==> src/rtl/cp0_ctrl.sv <==
// MIPS coprocessor-0: SR/Cause/EPC/PRId, interrupt request and EPC for eret.
// Optional CP0_INT_SYNC_EN adds a 2-flop synchronizer on hwint ahead of IP.
module cp0_ctrl #(
    parameter logic [31:0] PRID_VALUE = 32'h4D49_5053,
    parameter logic [5:0]  IM_RESET   = 6'b000000
) (
    input  logic        clk,
    input  logic        rst,
    input  logic [29:0] pc,
    input  logic [31:0] din,
    input  logic [4:0]  sel,
    input  logic        we,
    input  logic        exl_set,
    input  logic        exl_clr,
    input  logic [5:0]  hwint,
    output logic        intreq,
    output logic [29:0] epc,
    output logic [31:0] dout
);

    // The FSM state is SR.EXL itself.
    typedef enum logic {RUN = 1'b0, HANDLER = 1'b1} state_t;

    state_t      state, state_n;
    logic [5:0]  im, im_n;
    logic        ie, ie_n;
    logic [29:0] epc_n;
    logic [5:0]  ip;
    logic [5:0]  ip_src;

`ifdef CP0_INT_SYNC_EN
    logic [5:0] sync1, sync2;

    always_ff @(posedge clk or posedge rst) begin
        if (rst) begin
            sync1 <= '0;
            sync2 <= '0;
        end else begin
            sync1 <= hwint;
            sync2 <= sync1;
        end
    end

    assign ip_src = sync2;
`else
    assign ip_src = hwint;
`endif

    always_ff @(posedge clk or posedge rst) begin
        if (rst) begin
            state <= RUN;
            im    <= IM_RESET;
            ie    <= 1'b0;
            ip    <= '0;
            epc   <= '0;
        end else begin
            state <= state_n;
            im    <= im_n;
            ie    <= ie_n;
            ip    <= ip_src;
            epc   <= epc_n;
        end
    end

    // exl_set beats exl_clr beats mtc0; a write alongside either is dropped.
    always_comb begin
        state_n = state;
        im_n    = im;
        ie_n    = ie;
        epc_n   = epc;
        if (exl_set) begin
            if (state == RUN) begin
                state_n = HANDLER;
                epc_n   = pc;
            end
        end else if (exl_clr) begin
            state_n = RUN;
        end else if (we) begin
            case (sel)
                5'd12: begin
                    im_n    = din[15:10];
                    ie_n    = din[0];
                    state_n = din[1] ? HANDLER : RUN;
                end
                5'd14:   epc_n = din[31:2];
                default: ;
            endcase
        end
    end

    always_comb begin
        intreq = (|(ip & im)) & ie & (state == RUN);
    end

    always_comb begin
        dout = '0;
        case (sel)
            5'd12:   dout = {16'b0, im, 8'b0, (state == HANDLER), ie};
            5'd13:   dout = {16'b0, ip, 10'b0};
            5'd14:   dout = {epc, 2'b00};
            5'd15:   dout = PRID_VALUE;
            default: dout = '0;
        endcase
    end

endmodule

==> config.mk <==
export PLATFORM = sky130hd
export DESIGN_NAME = cp0_ctrl
export DESIGN_NICKNAME = d
export VERILOG_FILES = /design/src/rtl/cp0_ctrl.sv
export SDC_FILE = /design/constraint.sdc
export NUM_CORES = 1
export LEC_CHECK = 0
export BUFFER_PORTS_ARGS = -buffer_cell sky130_fd_sc_hd__buf_2
export CORE_MARGIN = 2
export CORE_UTILIZATION = 44
export DETAILED_ROUTE_END_ITERATION = 12
export GPL_TIMING_DRIVEN = 0
export PLACE_DENSITY_LB_ADDON = 0.25
export RECOVER_POWER = 25
export SLEW_MARGIN = 10
export SYNTH_ARGS = -nofsm -noshare
export SYNTH_HDL_FRONTEND = slang
export SYNTH_SLANG_ARGS = --single-unit
==> constraint.sdc <==
create_clock -name clk -period 2.15 [get_ports clk]
set_input_delay 0.43 -clock clk [delete_from_list [all_inputs] [get_ports clk]]
set_output_delay 0.43 -clock clk [all_outputs]
set_load 0.005 [all_outputs]
==> impl_metrics.tcl, run 1 <==
set metrics [dict create \
    outcome "finished, final reports clean" \
    cts_htree_levels 2 \
    drt_wl_total_um 6330 \
    slew_viol_final 0 \
    power_frac_seq 0.492 \
    crit_family "buffers and inverters" \
    yosysMostFrequentCell "mux2_2" \
    crit_slowest_cell "nor2b_1" \
    p_leak_nw 1.757 \
    dieArea_mm2 0.006223 \
    clkPwrFrac 0.241 \
    grt_max_degree 27 \
    drc 0 \
    grt_pass1_vias 1989 \
    worstHoldPathType "input port to asynchronous set/reset pin" \
    use_met2 0.3479 \
    ios 141 \
    dp_hpwl_um 4841 \
    synth_top_area_frac 0.4462 \
    routedWlPerCell_um 14.82 \
    path_class "input port to output port" \
    async_reset_ff_frac 1.000 \
    synth_largest_area_cell "dfrtp_1" \
    max_freq_mhz 494.5 \
    nNetsFinal 432 \
    die_width_um 78.89 \
    synth_area_leaders "dfrtp_1 45%, mux2_2 27%, mux2_4 6.1%" \
    fin_crit_ns 2.022 \
    critPathMaxStageDelay_ns 0.32 \
    use_met3 0.04318 \
    p_sw_frac 0.2730 \
    yosys_most_used_dff "dfrtp_1" \
    p_sw_mw 0.5978 \
    cp_max_fo 10 \
    crit_path_start_kind "input port" \
    grt_overflow 0 \
    start_util 0.4508 \
    drtIter0Drc 36 \
    insertion_delay_ns 0.29 \
    clk_path_buf_depth 2 \
    period_share 0.9406 \
    tightest_slew_ns 0.7142 \
    crit_chain "buf_2, clkbuf_2, nor2b_1, nand2_1, a21oi_1, buf_2" \
    clkSlewWorstSetupHoldPaths_ns 0.08 \
    rsz0062_at_grt "false" \
    syn-num-nets 283 \
    max-slew-margin-rel 0.5233 \
    gr-usage-met1 0.2375 \
    cp_data_arrival_time_ns 1.59 \
    skew_ns 0.004210 \
    endpoint_kind "output port" \
    clock-sinks 44 \
    yosysUniqueCellTypes 29 \
    insertedDiodeCount 0 \
    first_pass_iters 4 \
    synth_common_cells "59 x mux2_2, 44 x dfrtp_1, 23 x nor2_1" \
    port_buffers 139 \
    cts_tree "built" \
    antenna_left 0 \
    crit_buf_inv 3 \
    track_usage 0.1971 \
    area_growth_pct 37.63 \
    finalPower_mw 2.190 \
    syn_avg_cell_area_um2 12.04 \
    synth_edf_count 0 \
    place.gp.congestion 0.8173 \
    netlist_instances 205 \
    power.density_mw_per_mm2 644.8 \
    setup_viol 0 \
    core-area_mm2 0.005473 \
    die_h_um 78.89 \
    ys_seq_elements 44 \
    final-hold-violation-count 0 \
    ys_seq_area_frac 0.4462 \
    placementRows 27 \
    combPwrFrac 0.267 \
    p_int_mw 1.592 \
    required_ns 1.72 \
    drive_gt1_frac 0.6592 \
    cap_violations 0 \
    grt_first_pass_wirelength_um 9515 \
    antenna_found_initial 0 \
    synth_area_mm2 0.002467 \
    irDropWorstVdd_v 0.0003970 \
    yosys_warnings 0 \
    vias 2136 \
    cts_root_buffer "clkbuf_8" \
    vias_per_cell 5.002 \
    grt-busiest-layer "met2" \
    finalSetupTns_ns 0 \
    cts-buffers-inserted 5 \
    cpMostUsedCell "buf_2" \
]
[flip-flops by register name, summed over array words and instances (netlist names)]
signal	flops
ie	1
state	1
im	6
ip	6
epc	30
[metal layers]
layer | vias up | share of wire
li1 | 1015 | -
met1 | 1025 | 0.41
met2 | 88 | 0.51
met3 | 8 | 0.069
met4 | 0 | 0.012
met5 | - | 0
[area by class of cell]
cell class	count	area, um2
buffer	11	76.32
tap	72	90.09
clock buffer	6	82.58
inverter	4	15.01
multi-input combinational	146	1290
fill	478	2077
timing repair buffer	142	730.7
clock inverter	2	10.01
sequential	44	1101
[kinds of logic after synthesis]
| family | after synthesis | share of synthesized area |
|---|---|---|
| buffers and inverters | 15 | 0.03549 |
| muxes | 73 | 0.3463 |
| and+or+nand+nor | 59 | 0.1288 |
| AOI/OAI and AO/OA | 14 | 0.04310 |
| DFF | 44 | 0.4462 |
[path summary, 6_finish.rpt]
kind,cells past startpoint,to,startpoint,slack (ns)
max in group asynchronous,3,epc[19],rst,1.33
setup reg to reg,3,epc[10],state,0.79
setup / recovery,6,dout[10],sel[0],0.13
hold reg to reg,1,epc[3],epc[3],0.53
min in group clk,1,ip[3],hwint[3],0.24
hold / removal,2,epc[3],rst,0.24
[worst reg2reg max path: stages, from the launching register on]
cell and delay, ns:
dfrtp_1 0.45, o22ai_4 0.24, buf_6 0.23, mux2_4 0.32
[layout by cell type (no fill, tap or decap), drive strengths merged, types with 3 or more instances in the layout]
cell type  instances
a21oi              5
a22oi              3
and2              15
buf              147
clkbuf            12
dfrtp             44
inv                4
mux2              69
mux2i              4
nand2              4
nor2              23
o22ai              3
or2                4
[stage by stage]
stage / util / worst slack (ns) / instances / hold slack (ns) / instance area (um2)
5_1_grt: 0.6205 / 0.09568 / 427 / 0.2307 / 3396
4_1_cts: 0.6203 / 0.06766 / 427 / 0.1210 / 3395
2_1_floorplan: - / 0.3147 / 205 / 0.4614 / 2467
3_5_place_dp: 0.5981 / -0.5728 / 417 / 0.4407 / 3273
6_report: 0.6205 / 0.1277 / 427 / 0.2381 / 3396
3_3_place_gp: 0.5944 / -0.5065 / 416 / 0.5057 / 3253
[power by group through the flow]
stage,clock network [mW],registers (mW),logic (mW)
floorplan,0,1.09,0.311
global placement,0,1.09,0.572
CTS,0.542,1.08,0.594
global route,0.578,1.11,0.639
finish,0.527,1.08,0.585
detailed placement,0,1.09,0.589
[timing repair]
item	CTS	global route
buffers inserted	2	0
gates resized for setup	4	2
hold buffers	0	0
setup endpoints to repair	20	3
pin swaps	1	0
Note: power is estimated with default switching activity, not from simulation.
==> run 2, diff against run 1 <==
Settings changed: GPL_TIMING_DRIVEN 0 to unset.
==> impl_metrics.tcl, run 2 (synthesis gave the netlist of run 1 again) <==
set metrics [dict create \
    reg_top3 "epc: 30 flops, im: 6 flops, ip: 6 flops" \
    post_cts_buffers 0 \
    ctsHoldBuffers 0 \
    largest_register "epc" \
    die_width_um 78.89 \
    ios 141 \
    cp_max_fo 15 \
    insertedDiodeCount 0 \
    antenna_found_initial 0 \
    setup_viol 0 \
    clkSlewWorstSetupHoldPaths_ns 0.09 \
    dp_hpwl_um 4520 \
    place.gp.congestion 0.8212 \
    outcome "finished, final reports clean" \
    worstHoldPathType "input port to register" \
    layout_common_cells "140 x buf_2, 59 x mux2_2, 44 x dfrtp_1" \
    grt_pass1_vias 1946 \
    insertion_delay_ns 0.30 \
    worstSetupStartpoint "sel[1]" \
    p_leak_nw 1.733 \
    tightest_slew_ns 1.070 \
    slew_viol_final 0 \
    reg2reg_to "epc[29]" \
    clk_path_buf_depth 2 \
    power.density_mw_per_mm2 684.7 \
    path_class "input port to output port" \
    port_buffers 140 \
    dieArea_mm2 0.006223 \
    grt_max_degree 45 \
    cts_root_buffer "clkbuf_8" \
    grt_first_pass_wirelength_um 9259 \
    period_share 0.9065 \
    core-area_mm2 0.005473 \
    drive_gt1_frac 0.6600 \
    cp_data_arrival_time_ns 1.52 \
    post-place-ws_ns 0.1609 \
    irDropWorstVdd_v 0.0004220 \
    cts_tree "built" \
    cts-buffers-inserted 5 \
    worst_slack_ns 0.2009 \
    start_util 0.4508 \
    final_common_cell "buf_2" \
    rr_startpoint "state" \
    crit_end "dout[23]" \
    die_h_um 78.89 \
    cts-resized-gates 0 \
    nNetsFinal 427 \
    crit_path_start_kind "input port" \
    finalPower_mw 2.308 \
    drtIter0Drc 62 \
    vias 2054 \
    endpoint_kind "output port" \
    skew_ns 0.005090 \
    rsz0062_at_grt "false" \
    cts_htree_levels 2 \
    antenna_left 0 \
    drc 0 \
    required_ns 1.72 \
    largest_reg_flops 30 \
    final-hold-violation-count 0 \
    placementRows 27 \
    max-slew-margin-rel 0.2866 \
    track_usage 0.1902 \
    area_growth_pct 36.61 \
    drt_wl_total_um 6015 \
    max_freq_mhz 513.1 \
    vias_per_cell 4.867 \
    cap_violations 0 \
    first_pass_iters 4 \
    fin_crit_ns 1.949 \
    routedWlPerCell_um 14.25 \
    clock-sinks 44 \
    reg2reg_slack_ns 0.77 \
    finalSetupTns_ns 0 \
    grt_overflow 0 \
    ff2ff_path_depth 3 \
]
## run 2: worst max-delay path, cell delays in order
cell	delay [ns]
buf_2	0.27
inv_1	0.09
nor3_1	0.23
buf_4	0.24
and2_1	0.15
buf_2	0.11
## run 2: layer usage
layer	vias to the layer above	GRT usage	share of wire
met5	-	0	0
met4	0	0.06552	0.023
met3	13	0.04091	0.064
met2	89	0.3256	0.49
met1	945	0.2390	0.43
li1	1007	-	-
## run 2: per-stage QoR
stage | std cells | util | area, um2 | hold slack [ns]
finish | 422 | 0.6159 | 3371 | 0.2342
CTS | 422 | 0.6164 | 3373 | 0.2270
floorplan | 205 | - | 2467 | 0.4614
global placement | 414 | 0.5953 | 3258 | 0.5102
global route | 422 | 0.6159 | 3371 | 0.2186
detailed placement | 414 | 0.5953 | 3258 | 0.5145
## run 2: worst min path at each step
stage                  start      end  slack [ns]  cells past startpoint
finish              hwint[3]    ip[3]        0.23                      1
global route        hwint[5]    ip[5]        0.22                      1
CTS                 hwint[3]    ip[3]        0.23                      1
detailed placement   epc[18]  epc[18]        0.51                      1
global placement     epc[27]  epc[27]        0.51                      1
floorplan           hwint[0]    ip[0]        0.46                      0
## run 2: area by class of cell
type                       instances  area (um2)
fill                             480        2102
multi-input combinational        146        1279
sequential                        44        1101
timing repair buffer             148       770.7
tap                               72       90.09
clock buffer                       5       68.82
clock inverter                     3       46.29
inverter                           4       15.01
## run 2: report_power, final
| group | switching (mW) | internal [mW] | total [mW] | leakage, nW |
|---|---|---|---|---|
| Sequential | 0.111 | 0.972 | 1.08 | 0.528 |
| Clock | 0.302 | 0.350 | 0.652 | 0.0548 |
| Combinational | 0.216 | 0.357 | 0.573 | 1.15 |
| Total | 0.629 | 1.68 | 2.31 | 1.73 |
==> run 3, diff against run 2 <==
Settings changed: REMOVE_ABC_BUFFERS set to 1.
==> impl_metrics.tcl, run 3 (synthesis gave the netlist of run 1 again) <==
set metrics [dict create \
    post-place-ws_ns 0.1564 \
    slew_viol_final 0 \
    hold_ws_ns 0.2450 \
    drtIter0Drc 106 \
    cpMostUsedCell "buf_2" \
    area_growth_pct 37.93 \
    power.density_mw_per_mm2 683.8 \
    vias 2101 \
    die_h_um 78.89 \
    core-area_mm2 0.005473 \
    cp_data_arrival_time_ns 1.53 \
    critPathMaxStageDelay_ns 0.28 \
    antenna_found_initial 0 \
    grt_max_degree 27 \
    crit_slowest_cell "buf_2" \
    setup_viol 0 \
    worstHoldPathType "input port to register" \
    grt_first_pass_wirelength_um 10110 \
    required_ns 1.72 \
    crit_family "buffers and inverters" \
    cp_max_fo 15 \
    routedWlPerCell_um 14.38 \
    clkSlewWorstSetupHoldPaths_ns 0.08 \
    tightest_slew_ns 0.9529 \
    irDropWorstVdd_v 0.0004552 \
    cts-buffers-inserted 5 \
    dieArea_mm2 0.006223 \
    die_width_um 78.89 \
    post_cts_buffers 0 \
    cts_tree "built" \
    clk_path_buf_depth 2 \
    endpoint_kind "output port" \
    dp_hpwl_um 4766 \
    reg_top3 "epc: 30 flops, im: 6 flops, ip: 6 flops" \
    nNetsFinal 430 \
    final_common_cell "buf_2" \
    vias_per_cell 4.944 \
    largest_register "epc" \
    insertedDiodeCount 0 \
    drive_gt1_frac 0.6601 \
    fin_crit_ns 1.960 \
    max_freq_mhz 510.1 \
    ios 141 \
    max-slew-margin-rel 0.3640 \
    antenna_left 0 \
    reg2reg_to "epc[8]" \
    skew_ns 0.004691 \
    ff2ff_path_depth 3 \
    cts_htree_levels 2 \
    outcome "finished, final reports clean" \
    path_class "input port to output port" \
    min_from "hwint[2]" \
    clock-sinks 44 \
    grt_pass1_vias 2185 \
    period_share 0.9118 \
    largest_reg_flops 30 \
    insertion_delay_ns 0.29 \
    worst_slack_ns 0.1896 \
    rsz0062_at_grt "false" \
    utilization 0.6219 \
    placementRows 27 \
    first_pass_iters 4 \
    crit_buf_inv 4 \
    final-hold-violation-count 0 \
    track_usage 0.2055 \
    start_util 0.4508 \
    cts-resized-gates 0 \
    cap_violations 0 \
    rr_startpoint "state" \
    ctsHoldBuffers 0 \
    holdPathEnd "ip[2]" \
    port_buffers 140 \
    layout_common_cells "140 x buf_2, 59 x mux2_2, 44 x dfrtp_1" \
    drc 0 \
    hold_depth 1 \
    finalSetupTns_ns 0 \
    crit_path_start_kind "input port" \
    place.gp.congestion 0.8048 \
    drt_wl_total_um 6111 \
    crit_chain "buf_2, inv_1, nor3_1, buf_4, and2_1, buf_2" \
    cts_root_buffer "clkbuf_8" \
    grt_overflow 0 \
    reg2reg_slack_ns 0.74 \
    p_leak_nw 1.759 \
]
==> run 3: how the worst max path moves through the flow <==
stage | start | endpoint | slack (ns) | depth (start not counted)
6_report | sel[1] | dout[8] | 0.19 | 6
5_1_grt | sel[1] | dout[8] | 0.09 | 6
4_1_cts | sel[1] | dout[8] | 0.16 | 6
3_5_place_dp | sel[0] | epc[5] | 0.16 | 5
3_3_place_gp | sel[0] | epc[29] | 0.20 | 5
2_1_floorplan | sel[0] | epc[0] | 0.02 | 3
==> run 3: routing by layer <==
layer,global-route usage,vias to the layer above,share of wire
met5,0,-,0
met4,0.03793,0,0.0092
met3,0.04659,6,0.073
met2,0.3607,81,0.49
met1,0.2633,998,0.42
li1,-,1016,-
==> run 3: where the power goes <==
group	internal [mW]	switching [mW]	total [mW]
combinational	0.362	0.216	0.577
clock	0.410	0.260	0.670
sequential	0.972	0.108	1.08
==> run 3: layout make-up <==
cell class / count / area, um2
Clock inverter: 1 / 30.03
Clock buffer: 7 / 96.34
Fill cell: 482 / 2069
Multi-Input combinational cell: 146 / 1279
Sequential cell: 44 / 1101
Timing Repair Buffer: 151 / 792.0
Tap cell: 72 / 90.09
Inverter: 4 / 15.01
==> run 3: metrics by stage <==
step	instances	power, mW	instance area (um2)
after floorplan	194	1.375	2395
after detailed placement	417	1.684	3281
after global placement	417	1.665	3281
after global routing	425	2.458	3403
after CTS	425	2.364	3407
final	425	2.327	3403
